`src/rtl/mc_pkg.sv`:
```
// -----------------------------------------------------------------------------
// mc_pkg -- shared definitions for the multicycle RV32I control FSM.
//
// Contents:
//   mc_state_e   FSM state encoding (FETCH..WB, plus TRAP when
//                MC_ILLEGAL_TRAP_EN is defined)
//   OP_*         RV32I major opcodes recognised by the controller
//   PC_SEL_*     pc_sel mux encodings
//   WB_SEL_*     wb_sel mux encodings
//   F3_S*        funct3 values for sb/sh/sw
//   is_known_op  helper: opcode is one of the nine supported classes
//
// Configuration macro: MC_ILLEGAL_TRAP_EN (adds the TRAP state).
// -----------------------------------------------------------------------------
package mc_pkg;

    typedef enum logic [2:0] {
        ST_FETCH  = 3'd0,
        ST_DECODE = 3'd1,
        ST_EXEC   = 3'd2,
        ST_MEM    = 3'd3,
`ifdef MC_ILLEGAL_TRAP_EN
        ST_WB     = 3'd4,
        ST_TRAP   = 3'd5
`else
        ST_WB     = 3'd4
`endif
    } mc_state_e;

    // RV32I major opcodes
    localparam logic [6:0] OP_LOAD   = 7'b0000011;
    localparam logic [6:0] OP_IALU   = 7'b0010011;
    localparam logic [6:0] OP_STORE  = 7'b0100011;
    localparam logic [6:0] OP_BRANCH = 7'b1100011;
    localparam logic [6:0] OP_RTYPE  = 7'b0110011;
    localparam logic [6:0] OP_AUIPC  = 7'b0010111;
    localparam logic [6:0] OP_LUI    = 7'b0110111;
    localparam logic [6:0] OP_JAL    = 7'b1101111;
    localparam logic [6:0] OP_JALR   = 7'b1100111;

    // Next-PC source
    localparam logic [1:0] PC_SEL_PLUS4 = 2'd0;  // pc + 4
    localparam logic [1:0] PC_SEL_IMM   = 2'd1;  // pc + imm
    localparam logic [1:0] PC_SEL_JALR  = 2'd2;  // (rs1 + imm) & ~1

    // Register file write-back source
    localparam logic [1:0] WB_SEL_ALU = 2'd0;
    localparam logic [1:0] WB_SEL_MEM = 2'd1;
    localparam logic [1:0] WB_SEL_PC4 = 2'd2;
    localparam logic [1:0] WB_SEL_IMM = 2'd3;

    // Store widths
    localparam logic [2:0] F3_SB = 3'b000;
    localparam logic [2:0] F3_SH = 3'b001;
    localparam logic [2:0] F3_SW = 3'b010;

    function automatic logic is_known_op(input logic [6:0] op);
        case (op)
            OP_LOAD, OP_IALU, OP_STORE, OP_BRANCH, OP_RTYPE,
            OP_AUIPC, OP_LUI, OP_JAL, OP_JALR: is_known_op = 1'b1;
            default:                           is_known_op = 1'b0;
        endcase
    endfunction

endpackage

```
`src/rtl/store_mask_gen.sv`:
```
// -----------------------------------------------------------------------------
// store_mask_gen -- byte-lane write mask for RV32I stores (combinational).
//
// Ports:
//   f3_i       in  3  latched funct3 of the store
//   addr_lo_i  in  2  store address bits [1:0]
//   dm_we_o    out 4  byte write mask (0000 for unsupported funct3)
//
// Misaligned halfwords are not trapped: sh uses only addr bit 1 to pick the
// half, so addr_lo=3 still selects the upper half (1100).
// -----------------------------------------------------------------------------
module store_mask_gen
    import mc_pkg::*;
(
    input  logic [2:0] f3_i,
    input  logic [1:0] addr_lo_i,
    output logic [3:0] dm_we_o
);

    always_comb begin
        dm_we_o = 4'b0000;
        case (f3_i)
            F3_SB:   dm_we_o = 4'b0001 << addr_lo_i;
            F3_SH:   dm_we_o = 4'b0011 << {addr_lo_i[1], 1'b0};
            F3_SW:   dm_we_o = 4'b1111;
            default: dm_we_o = 4'b0000;
        endcase
    end

endmodule

```
`src/rtl/multicycle_controller.sv`:
```
// -----------------------------------------------------------------------------
// multicycle_controller -- control FSM for a multi-cycle RV32I datapath.
//
// Sequences FETCH -> DECODE -> EXEC -> [MEM] -> [WB] -> FETCH and drives every
// datapath enable / mux select. Only this block writes PC, IR and the RF.
//
// Ports:
//   clk        in  1  clock, rising edge
//   rst        in  1  synchronous active-high reset
//   opcode     in  7  decoder opcode (from IR), latched in DECODE
//   funct3     in  3  decoder funct3, latched in DECODE
//   br_taken   in  1  branch compare result, used in EXEC
//   addr_lo    in  2  ALU result [1:0] (store address), used in MEM
//   mem_ready  in  1  memory ack, used only in FETCH and MEM
//   im_req     out 1  instruction read request
//   ir_we      out 1  IR load enable
//   dm_req     out 1  data memory request
//   dm_we      out 4  byte write mask, 0000 = read
//   rf_we      out 1  register file write
//   pc_we      out 1  PC write
//   pc_sel     out 2  0 pc+4, 1 pc+imm, 2 (rs1+imm)&~1
//   alu_a_sel  out 1  0 rs1, 1 pc
//   alu_b_sel  out 1  0 rs2, 1 imm
//   wb_sel     out 2  0 ALU, 1 mem, 2 pc+4, 3 imm
//   state      out 3  current state (debug)
//   illegal    out 1  TRAP indicator (only with MC_ILLEGAL_TRAP_EN)
//
// Configuration macro: MC_ILLEGAL_TRAP_EN
//   defined   -> unknown opcode in EXEC enters TRAP, held until rst
//   undefined -> unknown opcode retires as a NOP from EXEC (pc <- pc+4)
//
// Outputs are combinational from state, op_q, f3_q, br_taken, mem_ready and
// are all forced to zero while rst is high, so a store interrupted by reset
// never drives a write mask in the reset cycle.
// -----------------------------------------------------------------------------
module multicycle_controller
    import mc_pkg::*;
(
    input  logic       clk,
    input  logic       rst,
    input  logic [6:0] opcode,
    input  logic [2:0] funct3,
    input  logic       br_taken,
    input  logic [1:0] addr_lo,
    input  logic       mem_ready,
    output logic       im_req,
    output logic       ir_we,
    output logic       dm_req,
    output logic [3:0] dm_we,
    output logic       rf_we,
    output logic       pc_we,
    output logic [1:0] pc_sel,
    output logic       alu_a_sel,
    output logic       alu_b_sel,
    output logic [1:0] wb_sel,
`ifdef MC_ILLEGAL_TRAP_EN
    output logic       illegal,
`endif
    output logic [2:0] state
);

    mc_state_e  state_q, state_d;
    logic [6:0] op_q;
    logic [2:0] f3_q;
    logic [3:0] st_mask;
    logic       is_store;

    assign is_store = (op_q == OP_STORE);

    store_mask_gen u_store_mask (
        .f3_i      (f3_q),
        .addr_lo_i (addr_lo),
        .dm_we_o   (st_mask)
    );

    // State register plus the latched instruction fields. After DECODE the
    // opcode/funct3 inputs are ignored so the IR may change underneath us.
    always_ff @(posedge clk) begin
        if (rst) begin
            state_q <= ST_FETCH;
            op_q    <= 7'd0;
            f3_q    <= 3'd0;
        end else begin
            state_q <= state_d;
            if (state_q == ST_DECODE) begin
                op_q <= opcode;
                f3_q <= funct3;
            end
        end
    end

    // Next state and control outputs.
    always_comb begin
        state_d   = state_q;
        im_req    = 1'b0;
        ir_we     = 1'b0;
        dm_req    = 1'b0;
        dm_we     = 4'b0000;
        rf_we     = 1'b0;
        pc_we     = 1'b0;
        pc_sel    = PC_SEL_PLUS4;
        alu_a_sel = 1'b0;
        alu_b_sel = 1'b0;
        wb_sel    = WB_SEL_ALU;
`ifdef MC_ILLEGAL_TRAP_EN
        illegal   = 1'b0;
`endif
        if (!rst) begin
            case (state_q)
                ST_FETCH: begin
                    im_req = 1'b1;
                    if (mem_ready) begin
                        ir_we   = 1'b1;
                        state_d = ST_DECODE;
                    end
                end

                ST_DECODE: state_d = ST_EXEC;

                ST_EXEC: begin
                    case (op_q)
                        OP_RTYPE: state_d = ST_WB;
                        OP_IALU, OP_JALR: begin
                            alu_b_sel = 1'b1;
                            state_d   = ST_WB;
                        end
                        OP_LOAD, OP_STORE: begin
                            alu_b_sel = 1'b1;
                            state_d   = ST_MEM;
                        end
                        OP_AUIPC, OP_JAL: begin
                            alu_a_sel = 1'b1;
                            alu_b_sel = 1'b1;
                            state_d   = ST_WB;
                        end
                        OP_LUI: state_d = ST_WB;
                        OP_BRANCH: begin
                            pc_we   = 1'b1;
                            pc_sel  = br_taken ? PC_SEL_IMM : PC_SEL_PLUS4;
                            state_d = ST_FETCH;
                        end
                        default: begin
`ifdef MC_ILLEGAL_TRAP_EN
                            state_d = ST_TRAP;
`else
                            // unknown opcode retires as a NOP
                            pc_we   = 1'b1;
                            pc_sel  = PC_SEL_PLUS4;
                            state_d = ST_FETCH;
`endif
                        end
                    endcase
                end

                ST_MEM: begin
                    // request and mask stay stable until the memory acks
                    dm_req = 1'b1;
                    dm_we  = is_store ? st_mask : 4'b0000;
                    if (mem_ready) begin
                        if (is_store) begin
                            pc_we   = 1'b1;
                            pc_sel  = PC_SEL_PLUS4;
                            state_d = ST_FETCH;
                        end else begin
                            state_d = ST_WB;
                        end
                    end
                end

                ST_WB: begin
                    rf_we = 1'b1;
                    pc_we = 1'b1;
                    case (op_q)
                        OP_LOAD:          wb_sel = WB_SEL_MEM;
                        OP_JAL, OP_JALR:  wb_sel = WB_SEL_PC4;
                        OP_LUI:           wb_sel = WB_SEL_IMM;
                        default:          wb_sel = WB_SEL_ALU;
                    endcase
                    case (op_q)
                        OP_JAL:  pc_sel = PC_SEL_IMM;
                        OP_JALR: pc_sel = PC_SEL_JALR;
                        default: pc_sel = PC_SEL_PLUS4;
                    endcase
                    state_d = ST_FETCH;
                end

`ifdef MC_ILLEGAL_TRAP_EN
                ST_TRAP: begin
                    // parked with every enable low until reset
                    illegal = 1'b1;
                    state_d = ST_TRAP;
                end
`endif

                default: state_d = ST_FETCH;
            endcase
        end
    end

    assign state = rst ? 3'd0 : state_q;

endmodule

```
`config.mk`:
```
export PLATFORM = sky130hd
export DESIGN_NAME = multicycle_controller
export DESIGN_NICKNAME = d
export VERILOG_FILES = /design/src/rtl/mc_pkg.sv /design/src/rtl/store_mask_gen.sv /design/src/rtl/multicycle_controller.sv
export SDC_FILE = /design/constraint.sdc
export NUM_CORES = 1
export LEC_CHECK = 0
export BUFFER_PORTS_ARGS = -buffer_cell sky130_fd_sc_hd__buf_2
export CAP_MARGIN = 25
export CELL_PAD_IN_SITES_DETAIL_PLACEMENT = 1
export CELL_PAD_IN_SITES_GLOBAL_PLACEMENT = 1
export CORE_MARGIN = 2
export CORE_UTILIZATION = 35
export DETAILED_ROUTE_END_ITERATION = 16
export PLACE_DENSITY = 0.91
export SLEW_MARGIN = 20
export SYNTH_ARGS = -nofsm -noshare
export SYNTH_HDL_FRONTEND = slang
export SYNTH_HIERARCHICAL = 1
export SYNTH_SLANG_ARGS = --single-unit
```
`constraint.sdc`:
```
create_clock -name clk -period 3.1 [get_ports clk]
set_input_delay 0.31 -clock clk [delete_from_list [all_inputs] [get_ports clk]]
set_output_delay 0.31 -clock clk [all_outputs]
set_load 0.1 [all_outputs]
```
==> results of run 1 <==
cells by family after synthesis:
| logic type | after synthesis | share of synthesized area [%] |
|---|---|---|
| AND/OR/NAND/NOR | 56 | 38.0 |
| AO/OA/AOI/OAI | 21 | 15.7 |
| flip-flops | 13 | 30.8 |
| multiplexers | 10 | 11.8 |
| buffers and inverters | 8 | 3.70 |
routing by layer:
layer,vias to the layer above,routed length (microns),part of all wire [%]
met1,427,1060,43
met3,2,134,5.5
met5,-,0,0
met2,26,1240,51
li1,446,-,-
met4,0,13,0.53
cells in the mapped netlist, types with 2 or more instances:
cell	n	area, sq um
and2_1	6	37.5
dfxtp_1	13	260
nand3_1	3	15.0
o21ai_0	3	15.0
clkbuf_1	5	18.8
inv_1	2	7.51
nor2b_1	6	37.5
nor2_1	19	71.3
a32oi_1	2	17.5
a21oi_1	11	55.1
and3_1	2	12.5
nand2_1	4	15.0
mux2i_1	10	100
nor3b_1	2	15.0
nand4_1	2	12.5
per-stage QoR:
step	worst slack, ps	instance area (sq um)	total power [mW]	hold WS [ps]
global route	102	1120	0.428	271
floorplan	-341	908	0.270	457
detailed placement	509	1100	0.300	495
global placement	567	1100	0.294	485
finish	187	1120	0.406	260
CTS	179	1120	0.412	254
how the worst max path moves through the flow:
stage | endpoint | slack [ps] | cells after the start
finish | pc_sel[0] | 190 | 5
detailed placement | pc_sel[0] | 510 | 5
global route | pc_sel[0] | 100 | 5
CTS | pc_sel[0] | 180 | 5
global placement | pc_sel[0] | 570 | 5
floorplan | wb_sel[1] | -340 | 4
registers in the layout, summed over array words and instances, names as in the netlist:
register,cells
f3_q,3
op_q,7
state_q,3
worst max-delay path, delay by kind of cell, from the launching register on:
kind            cells  cell delay (ps)
buf+inv             1              450
simple gates        3             1000
compound gates      1              240
flops               1              630
placed cells by master, fill, tap and decap left out, types with 2 or more instances in the layout:
cell type	Yosys	layout
buf_2	1	33
mux2i_1	10	10
nor2_1	19	19
dfxtp_1	13	13
a21oi_1	11	10
and3_1	2	2
nand4_1	2	2
nor3b_2	0	2
nor2b_1	6	5
clkbuf_4	0	3
nand2_1	4	4
o21ai_0	3	3
and2_1	6	5
a32oi_1	2	2
inv_1	2	2
nand3_1	3	3
power by group:
group          switching [mW]  total [mW]  internal (mW)
registers              0.0181       0.194          0.176
clock network          0.0629       0.111         0.0479
logic                  0.0646       0.101         0.0364
final cells by class:
cell class	count	area share [%]
flip-flops and latches	13	23.1
clock buffers	3	2.00
multi-input cells	87	55.3
inverters	2	0.667
repair buffers	34	15.4
well taps	28	3.11
clock inverters	1	0.445
==> flow_metrics.env, run 1 <==
export IMPL_status="finished clean"
export IMPL_placed_cells=164
export IMPL_holdPathEnd="op_q[3]$_SDFFE_PP0P_"
export IMPL_grt_ovfl_total=0
export IMPL_grt_pass1_vias=889
export IMPL_numCtsBuffers=3
export IMPL_drc=0
export IMPL_root_buffer="clkbuf_4"
export IMPL_path_cells="nand2b_4, or3_4, or4b_4, a211oi_4, buf_2"
export IMPL_area_growth_pct=33.0
export IMPL_antenna_found_initial=0
export IMPL_critPathLaunchType="flop"
export IMPL_routed_via_density=5.36
export IMPL_holdBufCountCts=0
export IMPL_ys_seq_elements=13
export IMPL_die_area_sq_um=2830
export IMPL_die_w_microns=53.2
export IMPL_clock_fmax_ghz=0.343
export IMPL_cap_violations=0
export IMPL_core_area_sq_um=2250
export IMPL_drtAntennaViolNets=0
export IMPL_synthesis_nets=124
export IMPL_htreeDepth=1
export IMPL_first_iter_violations=3
export IMPL_grt_max_degree=18
export IMPL_worst_slew_pin_slew_ps=480
export IMPL_clk_pin_slew_ps=90
export IMPL_regArea_sq_um=260
export IMPL_tritoncts="built"
export IMPL_ctsResizeCount=0
export IMPL_synth_distinct_cells=33
export IMPL_cellLeakagePower_nw=0.501
export IMPL_min_path_type="in2reg"
export IMPL_power_density_nw_per_um2=361
export IMPL_drv_slew=0
export IMPL_grt_usage_pct=20.4
export IMPL_netlist_area_sq_um=846
export IMPL_clkLatencyLatePin_ps=280
export IMPL_vdd_drop_max_v=0.000185
export IMPL_setup_violations=0
export IMPL_grt_util_met1_pct=24.7
export IMPL_drive_above_1_share_pct=37.1
export IMPL_routed_wl_mm=2.45
export IMPL_cts_sinks=13
export IMPL_worst_setup_path_type="reg2out"
export IMPL_post_drt_wl_per_cell_microns=14.6
export IMPL_worstHoldPathCells=3
export IMPL_portBuffers=33
export IMPL_crit_fanout=11
export IMPL_regToRegStartpoint="state_q[0]$_SDFFE_PP0P_"
export IMPL_cp_startpoint="state_q[1]$_SDFFE_PP0P_"
export IMPL_grt_util_met2_pct=36.0
export IMPL_dieHeight_microns=53.2
export IMPL_skew_ps=1.25
export IMPL_r2r_cells=4
export IMPL_async_flop_share_pct=0
export IMPL_synth_warnings=6
export IMPL_initial_utilization_pct=37.5
export IMPL_avgSynthCellArea_sq_um=7.83
export IMPL_rsz0062_at_grt="no"
export IMPL_clockBufferDepth=2
export IMPL_synth_top_flop_cell="dfxtp_1"
export IMPL_gp_congestion=0.782
export IMPL_cp_slowest_cell="dfxtp_1"
export IMPL_arrival_ps=2600
export IMPL_grt_pass1_wl_mm=4.18
export IMPL_multi_input_area_sq_um=622
export IMPL_dr_pass1_iters=4
export IMPL_post_cts_repair_setup_buffers=0
export IMPL_min_delay_start="opcode[3]"
export IMPL_post_dp_hpwl_mm=1.92
export IMPL_relSlewSlack_pct=67.9
export IMPL_synth_edf_count=0
export IMPL_fin_crit_sh_pct=94.0
export IMPL_diodes=0
export IMPL_rr_endpoint="op_q[5]$_SDFFE_PP0P_"
export IMPL_io_pins=34
export IMPL_worstSetupEndpointType="output port"
export IMPL_nFillCells=303
export IMPL_syn_inst=108
export IMPL_finalHoldViolations=0
export IMPL_r2r_setup_slack_ps=1530
export IMPL_tns_ps=0
export IMPL_fin_crit_ps=2910
export IMPL_vias=901
export IMPL_rows=17
export IMPL_nets=157
export IMPL_fin_cells=168
export IMPL_busiest_layer="met2"
export IMPL_critical_path_max_stage_delay_ps=630
export IMPL_met3_usage_pct=2.82
export IMPL_finish_utilization_pct=49.9
export IMPL_worstPathRequired_ps=2790
export IMPL_ys_seq_area_share_pct=30.8
Power figures use the tool's default switching activity.
==> inputs of run 2 (changes only) <==
--- a/config.mk
+++ b/config.mk
@@ -12,7 +12,7 @@
 export CORE_MARGIN = 2
 export CORE_UTILIZATION = 35
 export DETAILED_ROUTE_END_ITERATION = 16
-export PLACE_DENSITY = 0.91
+export PLACE_DENSITY = 0.78
 export SLEW_MARGIN = 20
 export SYNTH_ARGS = -nofsm -noshare
 export SYNTH_HDL_FRONTEND = slang
==> flow_metrics.env, run 2 (synthesis gave the netlist of run 1 again) <==
export IMPL_clk_pin_slew_ps=90
export IMPL_routed_via_density=5.46
export IMPL_largest_reg_flops=7
export IMPL_critPathLaunchType="flop"
export IMPL_grt_ovfl_total=0
export IMPL_finalHoldViolations=0
export IMPL_reg_top3="op_q (7), f3_q (3), state_q (3)"
export IMPL_holdBufCountCts=0
export IMPL_drv_slew=0
export IMPL_arrival_ps=2590
export IMPL_worst_setup_path_type="reg2out"
export IMPL_post_cts_repair_setup_buffers=0
export IMPL_top_register="op_q"
export IMPL_fin_crit_ps=2900
export IMPL_power_density_nw_per_um2=360
export IMPL_crit_end="pc_sel[0]"
export IMPL_gp_congestion=0.803
export IMPL_seq_power_share_pct=48.2
export IMPL_grt_pass1_wl_mm=4.01
export IMPL_swShare_pct=35.6
export IMPL_cap_violations=0
export IMPL_detailroute_wirelength_met2_mm=1.17
export IMPL_first_iter_violations=11
export IMPL_io_pins=34
export IMPL_internal_power_uw=261
export IMPL_p_comb_share_pct=24.9
export IMPL_die_w_microns=53.2
export IMPL_routed_wl_mm=2.38
export IMPL_post_dp_hpwl_mm=1.89
export IMPL_worstPathRequired_ps=2790
export IMPL_ctsResizeCount=0
export IMPL_min_path_type="in2reg"
export IMPL_postLayoutSetupSlackWorst_ps=200
export IMPL_rows=17
export IMPL_antenna_found_initial=0
export IMPL_area_growth_pct=33.0
export IMPL_nFillCells=293
export IMPL_clockBufferDepth=2
export IMPL_grt_usage_pct=20.0
export IMPL_tritoncts="built"
export IMPL_final_cell_mix="buf_2 (33), nor2_1 (19), dfxtp_1 (13)"
export IMPL_nets=157
export IMPL_grt_pass1_vias=864
export IMPL_wl_met1_mm=1.02
export IMPL_power_share_clock_pct=27.0
export IMPL_vdd_drop_max_v=0.000183
export IMPL_hold_ws_ps=258
export IMPL_initial_utilization_pct=37.5
export IMPL_numCtsBuffers=3
export IMPL_fin_crit_sh_pct=93.5
export IMPL_setup_violations=0
export IMPL_grt_max_degree=18
export IMPL_drc=0
export IMPL_fin_total_pwr_uw=405
export IMPL_cts_sinks=13
export IMPL_die_area_sq_um=2830
export IMPL_dieHeight_microns=53.2
export IMPL_skew_ps=2.58
export IMPL_finish_utilization_pct=49.9
export IMPL_drive_above_1_share_pct=37.1
export IMPL_root_buffer="clkbuf_4"
export IMPL_vias=918
export IMPL_path_cells="nand2b_4, or3_4, or4b_4, a211oi_4, buf_2"
export IMPL_portBuffers=33
export IMPL_cellLeakagePower_nw=0.501
export IMPL_core_area_sq_um=2250
export IMPL_clkLatencyLatePin_ps=280
export IMPL_r2r_setup_slack_ps=1590
export IMPL_postLayoutCellArea_sq_um=1120
export IMPL_post_drt_wl_per_cell_microns=14.1
export IMPL_drtAntennaViolNets=0
export IMPL_cp_startpoint="state_q[1]$_SDFFE_PP0P_"
export IMPL_wl_met3_microns=119
export IMPL_worst_slew_pin_slew_ps=494
export IMPL_power_switching_uw=144
export IMPL_diodes=0
export IMPL_status="finished clean"
export IMPL_crit_fanout=11
export IMPL_critical_path_max_stage_delay_ps=630
export IMPL_placed_area_sq_um=1100
export IMPL_dr_pass1_iters=4
export IMPL_rr_endpoint="state_q[2]$_SDFFE_PP0P_"
export IMPL_clock_fmax_ghz=0.345
export IMPL_top_layer="met4"
export IMPL_r2r_cells=4
export IMPL_pre_cts_ws_ps=520
export IMPL_worstSetupEndpointType="output port"
export IMPL_htreeDepth=1
export IMPL_cp_slowest_cell="dfxtp_1"
export IMPL_regToRegStartpoint="op_q[4]$_SDFFE_PP0P_"
export IMPL_rsz0062_at_grt="no"
export IMPL_relSlewSlack_pct=67.0
export IMPL_final_common_cell="buf_2"
run 2: cell counts in the layout (fill, tap and decap cells not counted):
Identical to the previous run, type by type.
run 2: worst min path at each step:
stage	from	to	slack (ps)	depth (start not counted)
6_report	opcode[6]	op_q[6]$_SDFFE_PP0P_	260	3
3_3_place_gp	f3_q[2]$_SDFFE_PP0P_	f3_q[2]$_SDFFE_PP0P_	500	2
4_1_cts	opcode[6]	op_q[6]$_SDFFE_PP0P_	250	3
2_1_floorplan	funct3[0]	f3_q[0]$_SDFFE_PP0P_	460	2
5_1_grt	funct3[2]	f3_q[2]$_SDFFE_PP0P_	250	3
3_5_place_dp	f3_q[2]$_SDFFE_PP0P_	f3_q[2]$_SDFFE_PP0P_	490	2
run 2: cell type report:
class / count / area [sq um] / area share (%)
clock buffer: 3 / 22.5 / 2.00
inverter: 2 / 7.51 / 0.667
sequential: 13 / 260 / 23.1
multi-input combinational: 87 / 622 / 55.3
clock inverter: 1 / 5.00 / 0.445
tap: 28 / 35.0 / 3.11
timing repair buffer: 34 / 173 / 15.4
run 2: critical path, delay by kind of cell, from the launching register on:
| family | cells | cell delay, ps |
|---|---|---|
| AOI/OAI and AO/OA | 1 | 230 |
| buffers and inverters | 1 | 450 |
| and+or+nand+nor | 3 | 990 |
| DFF | 1 | 630 |
run 2: through the flow:
stage	TNS, ps	std cells
floorplan	-341	108
global placement	0	164
detailed placement	0	164
CTS	0	168
global route	0	168
finish	0	168
run 2: metal layers:
layer	vias up	GRT usage [%]
li1	447	-
met1	434	25.4
met2	32	33.3
met3	5	1.13
met4	0	11.5
met5	-	0
run 2: power by group through the flow:
stage               Sequential [mW]  Combinational (mW)  Clock (mW)
floorplan                     0.187              0.0831           0
global placement              0.197              0.0978           0
detailed placement            0.198               0.101           0
CTS                           0.195               0.102       0.113
global route                  0.198               0.110       0.125
finish                        0.195               0.101       0.109
